==> config.mk <==
export PLATFORM = sky130hd
export DESIGN_NAME = ahb_decoder_ctrl
export DESIGN_NICKNAME = d
export VERILOG_FILES = /design/src/rtl/ahb_pkg.sv /design/src/rtl/ahb_default_slave.sv /design/src/rtl/ahb_decoder_ctrl.sv
export SDC_FILE = /design/constraint.sdc
export NUM_CORES = 1
export LEC_CHECK = 0
export CAP_MARGIN = 5
export CORE_UTILIZATION = 36
export CTS_CLUSTER_SIZE = 16
export DETAILED_ROUTE_END_ITERATION = 10
export PLACE_DENSITY_LB_ADDON = 0.3
export SLEW_MARGIN = 20
export SYNTH_ARGS = -nofsm -noshare
export SYNTH_HDL_FRONTEND = slang
export SYNTH_HIERARCHICAL = 1
export SYNTH_SLANG_ARGS = --single-unit
==> constraint.sdc <==
create_clock -name hclk -period 1.6 [get_ports hclk]
set_input_delay 0.4 -clock hclk [delete_from_list [all_inputs] [get_ports hclk]]
set_output_delay 0.4 -clock hclk [all_outputs]
set_load 0.005 [all_outputs]
==> src/rtl/ahb_pkg.sv <==
// Shared types and constants for the two-slave AHB-Lite fabric.
// Used by the decoder, the default slave and the bench.
package ahb_pkg;

  typedef enum logic [1:0] {
    HTRANS_IDLE   = 2'b00,
    HTRANS_BUSY   = 2'b01,
    HTRANS_NONSEQ = 2'b10,
    HTRANS_SEQ    = 2'b11
  } htrans_e;

  typedef enum logic [1:0] {
    DS_IDLE = 2'd0,
    DS_ERR1 = 2'd1,
    DS_ERR2 = 2'd2
  } def_state_e;

  localparam logic [3:0] DEF_ROM_REGION = 4'h0;
  localparam logic [3:0] DEF_RAM_REGION = 4'h2;

  localparam logic [7:0] ERR_CNT_MAX = 8'hFF;

  function automatic logic [7:0] sat_inc(
    input logic [7:0] v
  );
    return (v == ERR_CNT_MAX) ? v : v + 8'd1;
  endfunction

  function automatic logic is_valid(
    input logic [1:0] t
  );
    return (t == HTRANS_NONSEQ) ||
           (t == HTRANS_SEQ);
  endfunction

endpackage

==> src/rtl/ahb_default_slave.sv <==
// Default slave: two-cycle ERROR response for unmapped transfers,
// overriding the ahb_mux hready/hresp while it is active.
module ahb_default_slave
  import ahb_pkg::*;
(
  input  logic clk_i,
  input  logic rst_i,
  input  logic unmapped_i,
  input  logic hready_mux_i,
  input  logic hresp_mux_i,
  output logic hready_o,
  output logic hresp_o,
  output logic err_take_o
);

  def_state_e state_q;
  logic       ovr_q;
  logic       rdy_q;
  logic       ovr_act;
  logic       take_idle;
  logic       take_err2;

  // In IDLE the system hready equals hready_mux.
  assign take_idle = (state_q == DS_IDLE) &&
                     hready_mux_i && unmapped_i;
  assign take_err2 = (state_q == DS_ERR2) &&
                     unmapped_i;

  assign err_take_o = !rst_i &&
                      (take_idle || take_err2);

  assign ovr_act  = ovr_q && !rst_i;
  assign hready_o = ovr_act ? rdy_q : hready_mux_i;
  assign hresp_o  = ovr_act ? 1'b1  : hresp_mux_i;

  always_ff @(posedge clk_i) begin
    if (rst_i) begin
      state_q <= DS_IDLE;
      ovr_q   <= 1'b0;
      rdy_q   <= 1'b1;
    end else begin
      unique case (state_q)
        DS_IDLE: begin
          if (take_idle) begin
            state_q <= DS_ERR1;
            ovr_q   <= 1'b1;
            rdy_q   <= 1'b0;
          end else begin
            state_q <= DS_IDLE;
            ovr_q   <= 1'b0;
            rdy_q   <= 1'b1;
          end
        end
        DS_ERR1: begin
          state_q <= DS_ERR2;
          ovr_q   <= 1'b1;
          rdy_q   <= 1'b1;
        end
        DS_ERR2: begin
          if (take_err2) begin
            state_q <= DS_ERR1;
            ovr_q   <= 1'b1;
            rdy_q   <= 1'b0;
          end else begin
            state_q <= DS_IDLE;
            ovr_q   <= 1'b0;
            rdy_q   <= 1'b1;
          end
        end
        default: begin
          state_q <= DS_IDLE;
          ovr_q   <= 1'b0;
          rdy_q   <= 1'b1;
        end
      endcase
    end
  end

endmodule

==> src/rtl/ahb_decoder_ctrl.sv <==
// Address decoder, data-phase muxsel register and error status
// for the ROM/RAM AHB-Lite fabric.
module ahb_decoder_ctrl
  import ahb_pkg::*;
#(
  parameter logic [3:0] ROM_REGION = DEF_ROM_REGION,
  parameter logic [3:0] RAM_REGION = DEF_RAM_REGION
) (
  input  logic        hclk,
  input  logic        hreset,
  input  logic [31:0] haddr,
  input  logic [1:0]  htrans,
  input  logic        hready_mux,
  input  logic        hresp_mux,
  input  logic        err_clr,
  output logic        hsel_rom,
  output logic        hsel_ram,
  output logic        muxsel,
  output logic        hready,
  output logic        hresp,
  output logic [7:0]  err_count,
  output logic [31:0] err_addr
);

  logic [3:0]  region;
  logic        valid;
  logic        unmapped;
  logic        err_take;
  logic        muxsel_q;
  logic        muxsel_d;
  logic [7:0]  err_count_q;
  logic [7:0]  err_count_d;
  logic [31:0] err_addr_q;
  logic [31:0] err_addr_d;

  assign region   = haddr[31:28];
  assign valid    = is_valid(htrans);
  assign hsel_rom = (region == ROM_REGION);
  assign hsel_ram = (region == RAM_REGION);
  assign unmapped = valid && !hsel_rom && !hsel_ram;

  ahb_default_slave u_def (
    .clk_i        (hclk),
    .rst_i        (hreset),
    .unmapped_i   (unmapped),
    .hready_mux_i (hready_mux),
    .hresp_mux_i  (hresp_mux),
    .hready_o     (hready),
    .hresp_o      (hresp),
    .err_take_o   (err_take)
  );

  // muxsel tracks the address phase that the edge completes.
  always_comb begin
    muxsel_d = muxsel_q;
    if (hready) begin
      muxsel_d = hsel_rom;
    end
  end

  always_comb begin
    err_count_d = err_count_q;
    err_addr_d  = err_addr_q;
    if (err_take) begin
      err_addr_d  = haddr;
      err_count_d = err_clr ? 8'd1
                            : sat_inc(err_count_q);
    end else if (err_clr) begin
      err_count_d = 8'd0;
    end
  end

  always_ff @(posedge hclk) begin
    if (hreset) begin
      muxsel_q    <= 1'b0;
      err_count_q <= 8'd0;
      err_addr_q  <= 32'd0;
    end else begin
      muxsel_q    <= muxsel_d;
      err_count_q <= err_count_d;
      err_addr_q  <= err_addr_d;
    end
  end

  assign muxsel    = muxsel_q;
  assign err_count = err_count_q;
  assign err_addr  = err_addr_q;

endmodule

==> results <==
-- routing by layer --
layer / global-route usage, % / up-vias / wire length (um)
met3: 6.81 / 6 / 298
li1: - / 817 / -
met1: 19.8 / 747 / 1910
met4: 5.23 / 0 / 53
met5: 0 / - / 0
met2: 28.0 / 51 / 2130
-- synth_stat cells, types with 2 or more instances --
| master | number | share of area, % |
|---|---|---|
| a211oi_1 | 2 | 0.85 |
| a21oi_1 | 4 | 1.1 |
| a311oi_1 | 2 | 0.99 |
| a31oi_1 | 4 | 1.4 |
| and3_1 | 2 | 0.70 |
| and4_1 | 3 | 1.5 |
| buf_4 | 2 | 0.85 |
| buf_6 | 3 | 1.9 |
| clkbuf_1 | 3 | 0.63 |
| dfxtp_1 | 45 | 51 |
| mux2i_1 | 34 | 19 |
| nand2_1 | 5 | 1.1 |
| nor2_1 | 37 | 7.8 |
| nor2b_1 | 2 | 0.70 |
| nor3_1 | 2 | 0.56 |
| nor3b_1 | 2 | 0.85 |
| o21ai_0 | 2 | 0.56 |
| or2_2 | 3 | 1.1 |
-- final cells by class --
type	count	area share (%)
timing repair buffer	109	34.1
sequential	45	30.6
multi-input combinational	117	28.5
clock buffer	7	2.85
tap	67	2.77
clock inverter	1	0.993
inverter	1	0.124
-- flip-flops by register name, summed over array words and instances (netlist names) --
name	cells
u_def/state_q	2
u_def/rdy_q	1
err_count	8
err_addr	32
u_def/ovr_q	1
muxsel	1
-- how the worst min path moves through the flow --
stage | startpoint | endpoint | depth (start not counted)
5_1_grt | haddr[28] | err_addr[28] | 3
4_1_cts | u_def/state_q[1] | u_def/state_q[1] | 1
3_5_place_dp | u_def/state_q[1] | u_def/state_q[1] | 1
2_1_floorplan | u_def/state_q[1] | u_def/state_q[1] | 1
6_report | haddr[28] | err_addr[28] | 3
3_3_place_gp | u_def/state_q[1] | u_def/state_q[1] | 1
-- through the flow --
step           hold WS [ns]  instance area [um^2]  instances  TNS (ns)
2_1_floorplan         0.406                  1790        173         0
3_3_place_gp          0.417                  2740        328    -21.96
3_5_place_dp          0.436                  2740        328    -21.83
4_1_cts               0.469                  2940        338   -0.0137
5_1_grt               0.427                  3030        347   -0.0679
6_report              0.431                  3030        347  -0.00113
-- worst max-delay path, cell delays in order --
cell and delay, ns:
clkdlybuf4s50_1 0.39, or2_2 0.28, buf_2 0.13
-- cells by family after synthesis --
kind of cell | share of synthesized area, %
adders and majority gates | 0.705
and+or+nand+nor | 17.1
muxes | 19.8
DFF | 50.7
buffers and inverters | 4.65
AOI/OAI and AO/OA | 6.98
-- timing repair --
action,CTS,global route
pin swaps,4,9
setup endpoints to repair,51,51
buffers inserted,2,9
gates resized for setup,48,20
-- power by group through the flow --
| stage | clock network [W] | registers (W) | logic [W] |
|---|---|---|---|
| final | 0.000883 | 0.00116 | 0.000320 |
| after global routing | 0.000961 | 0.00117 | 0.000346 |
| after CTS | 0.000913 | 0.00117 | 0.000324 |
| after detailed placement | 0 | 0.00120 | 0.000310 |
| after global placement | 0 | 0.00119 | 0.000309 |
| after floorplan | 0 | 0.00120 | 0.000113 |
-- layout by cell type (no fill, tap or decap), types with 2 or more instances in the layout --
master,instances
dfxtp_1,36
clkdlybuf4s15_1,2
and4_1,2
or2_2,3
clkdlybuf4s50_1,66
nand2_1,5
nor2b_4,2
a211oi_1,2
buf_4,23
dlygate4sd2_1,2
mux2i_1,34
clkbuf_8,6
buf_2,4
dfxtp_4,6
a21oi_1,4
a311oi_1,2
dfxtp_2,3
a31oi_1,3
and3_1,2
buf_6,4
dlymetal6s2s_1,6
nor2_1,36
==> summary.txt <==
PnR Total Power: 0.00236 W
MaxCap Viol Count: 0
RSZ-0062 raised after global routing: yes
Skew-Pair Late Insertion Delay: 0.29 ns
cts-stage hold buffer count: 0
final core occ: 64.1%
Worst slew margin: 83.3%
Post-synth EDFFs: 0
Yosys cell types: 34
Routed WL: 4.39 mm
drt first pass iters: 4
Core Rows: 25
core footprint: 4720 um^2
initial core utilization: 37.6%
grt ovf: 0
Clock power frac: 37.4%
Mapped Cells: 173
vias in the first global route: 1,525
Pint: 0.00186 W
die height: 72.2 um
crit path max fanout: 1
asr flop ratio synth: 0%
mean post-synth cell area: 10.3 um^2
synth warn: 6
die span in x: 72.2 um
DRC violations left: 0
register area share after synthesis: 50.7%
die area: 5220 um^2
worst slew pin tran: 0.248 ns
CP Launch Type: input port
R2R Path End: err_count[0]
CTS tree: done
fin. max-slew vios: 0
HPWL after detailed placement: 2.98 mm
status: complete, but fails checks
Comb pwr share: 13.5%
Ports: 84
GRT Total Usage: 16.8%
Power Density: 782 nW/um^2
sw frac: 21.4%
worst path required time: 1.20 ns
gpl congestion: 0.786
Via Count: 1,621
largest net degree at the start of global routing: 21
Via density: 4.67
clk sink count: 45
worst hold path class: input port to flip-flop
violated checks: setup timing
reg2reg start: err_count[0]
crit path capture: hresp
Clock Tree Buf Depth: 2
initial antenna violation count: 0
Critical Path AT: 1.20 ns
Fill cells: 411
IO buf count: 82
clk_skew: 0.00137 ns
final worst path period need: 1.60 ns
Avg WL per Cell: 12.7 um
setup slack, reg-to-reg: 0.17 ns
Max VDD drop: 0.638 mV
Crit. End Element: primary output
post-synthesis cell area: 1780 um^2
first-pass GRT wire length: 6.83 mm
most used flip-flop cell after synthesis: dfxtp_1
Hold Fails Final Rpt: 0
P_leak: 1.24 nW
initial DRC count: 59
Sw Pwr: 0.000506 W
PnR worst setup slack: -0.00113 ns
htree depth: 2
pre-CTS setup slack: -0.683 ns
Flop pwr share: 49.1%
clk slew on worst S/H paths: 0.08 ns
kind of critical path: input port to primary output
diode count: 0
post-route clock period utilization: 100%
flops & latches, synth: 45
share of layout cells above drive strength 1: 23.2%
CTS root buf: clkbuf_8
R2R depth: 4
Num CTS Buffers: 5
final setup vio count: 1
Area growth syn-to-layout: 70.4%
crit path from: hresp_mux
fmax: 625 MHz
Post-Syn Nets: 213
register area: 927 um^2
Routed Antenna Nets: 0
nets@finish: 319
area of the multi-input gates: 863 um^2
Note: power is estimated with default switching activity, not from simulation.
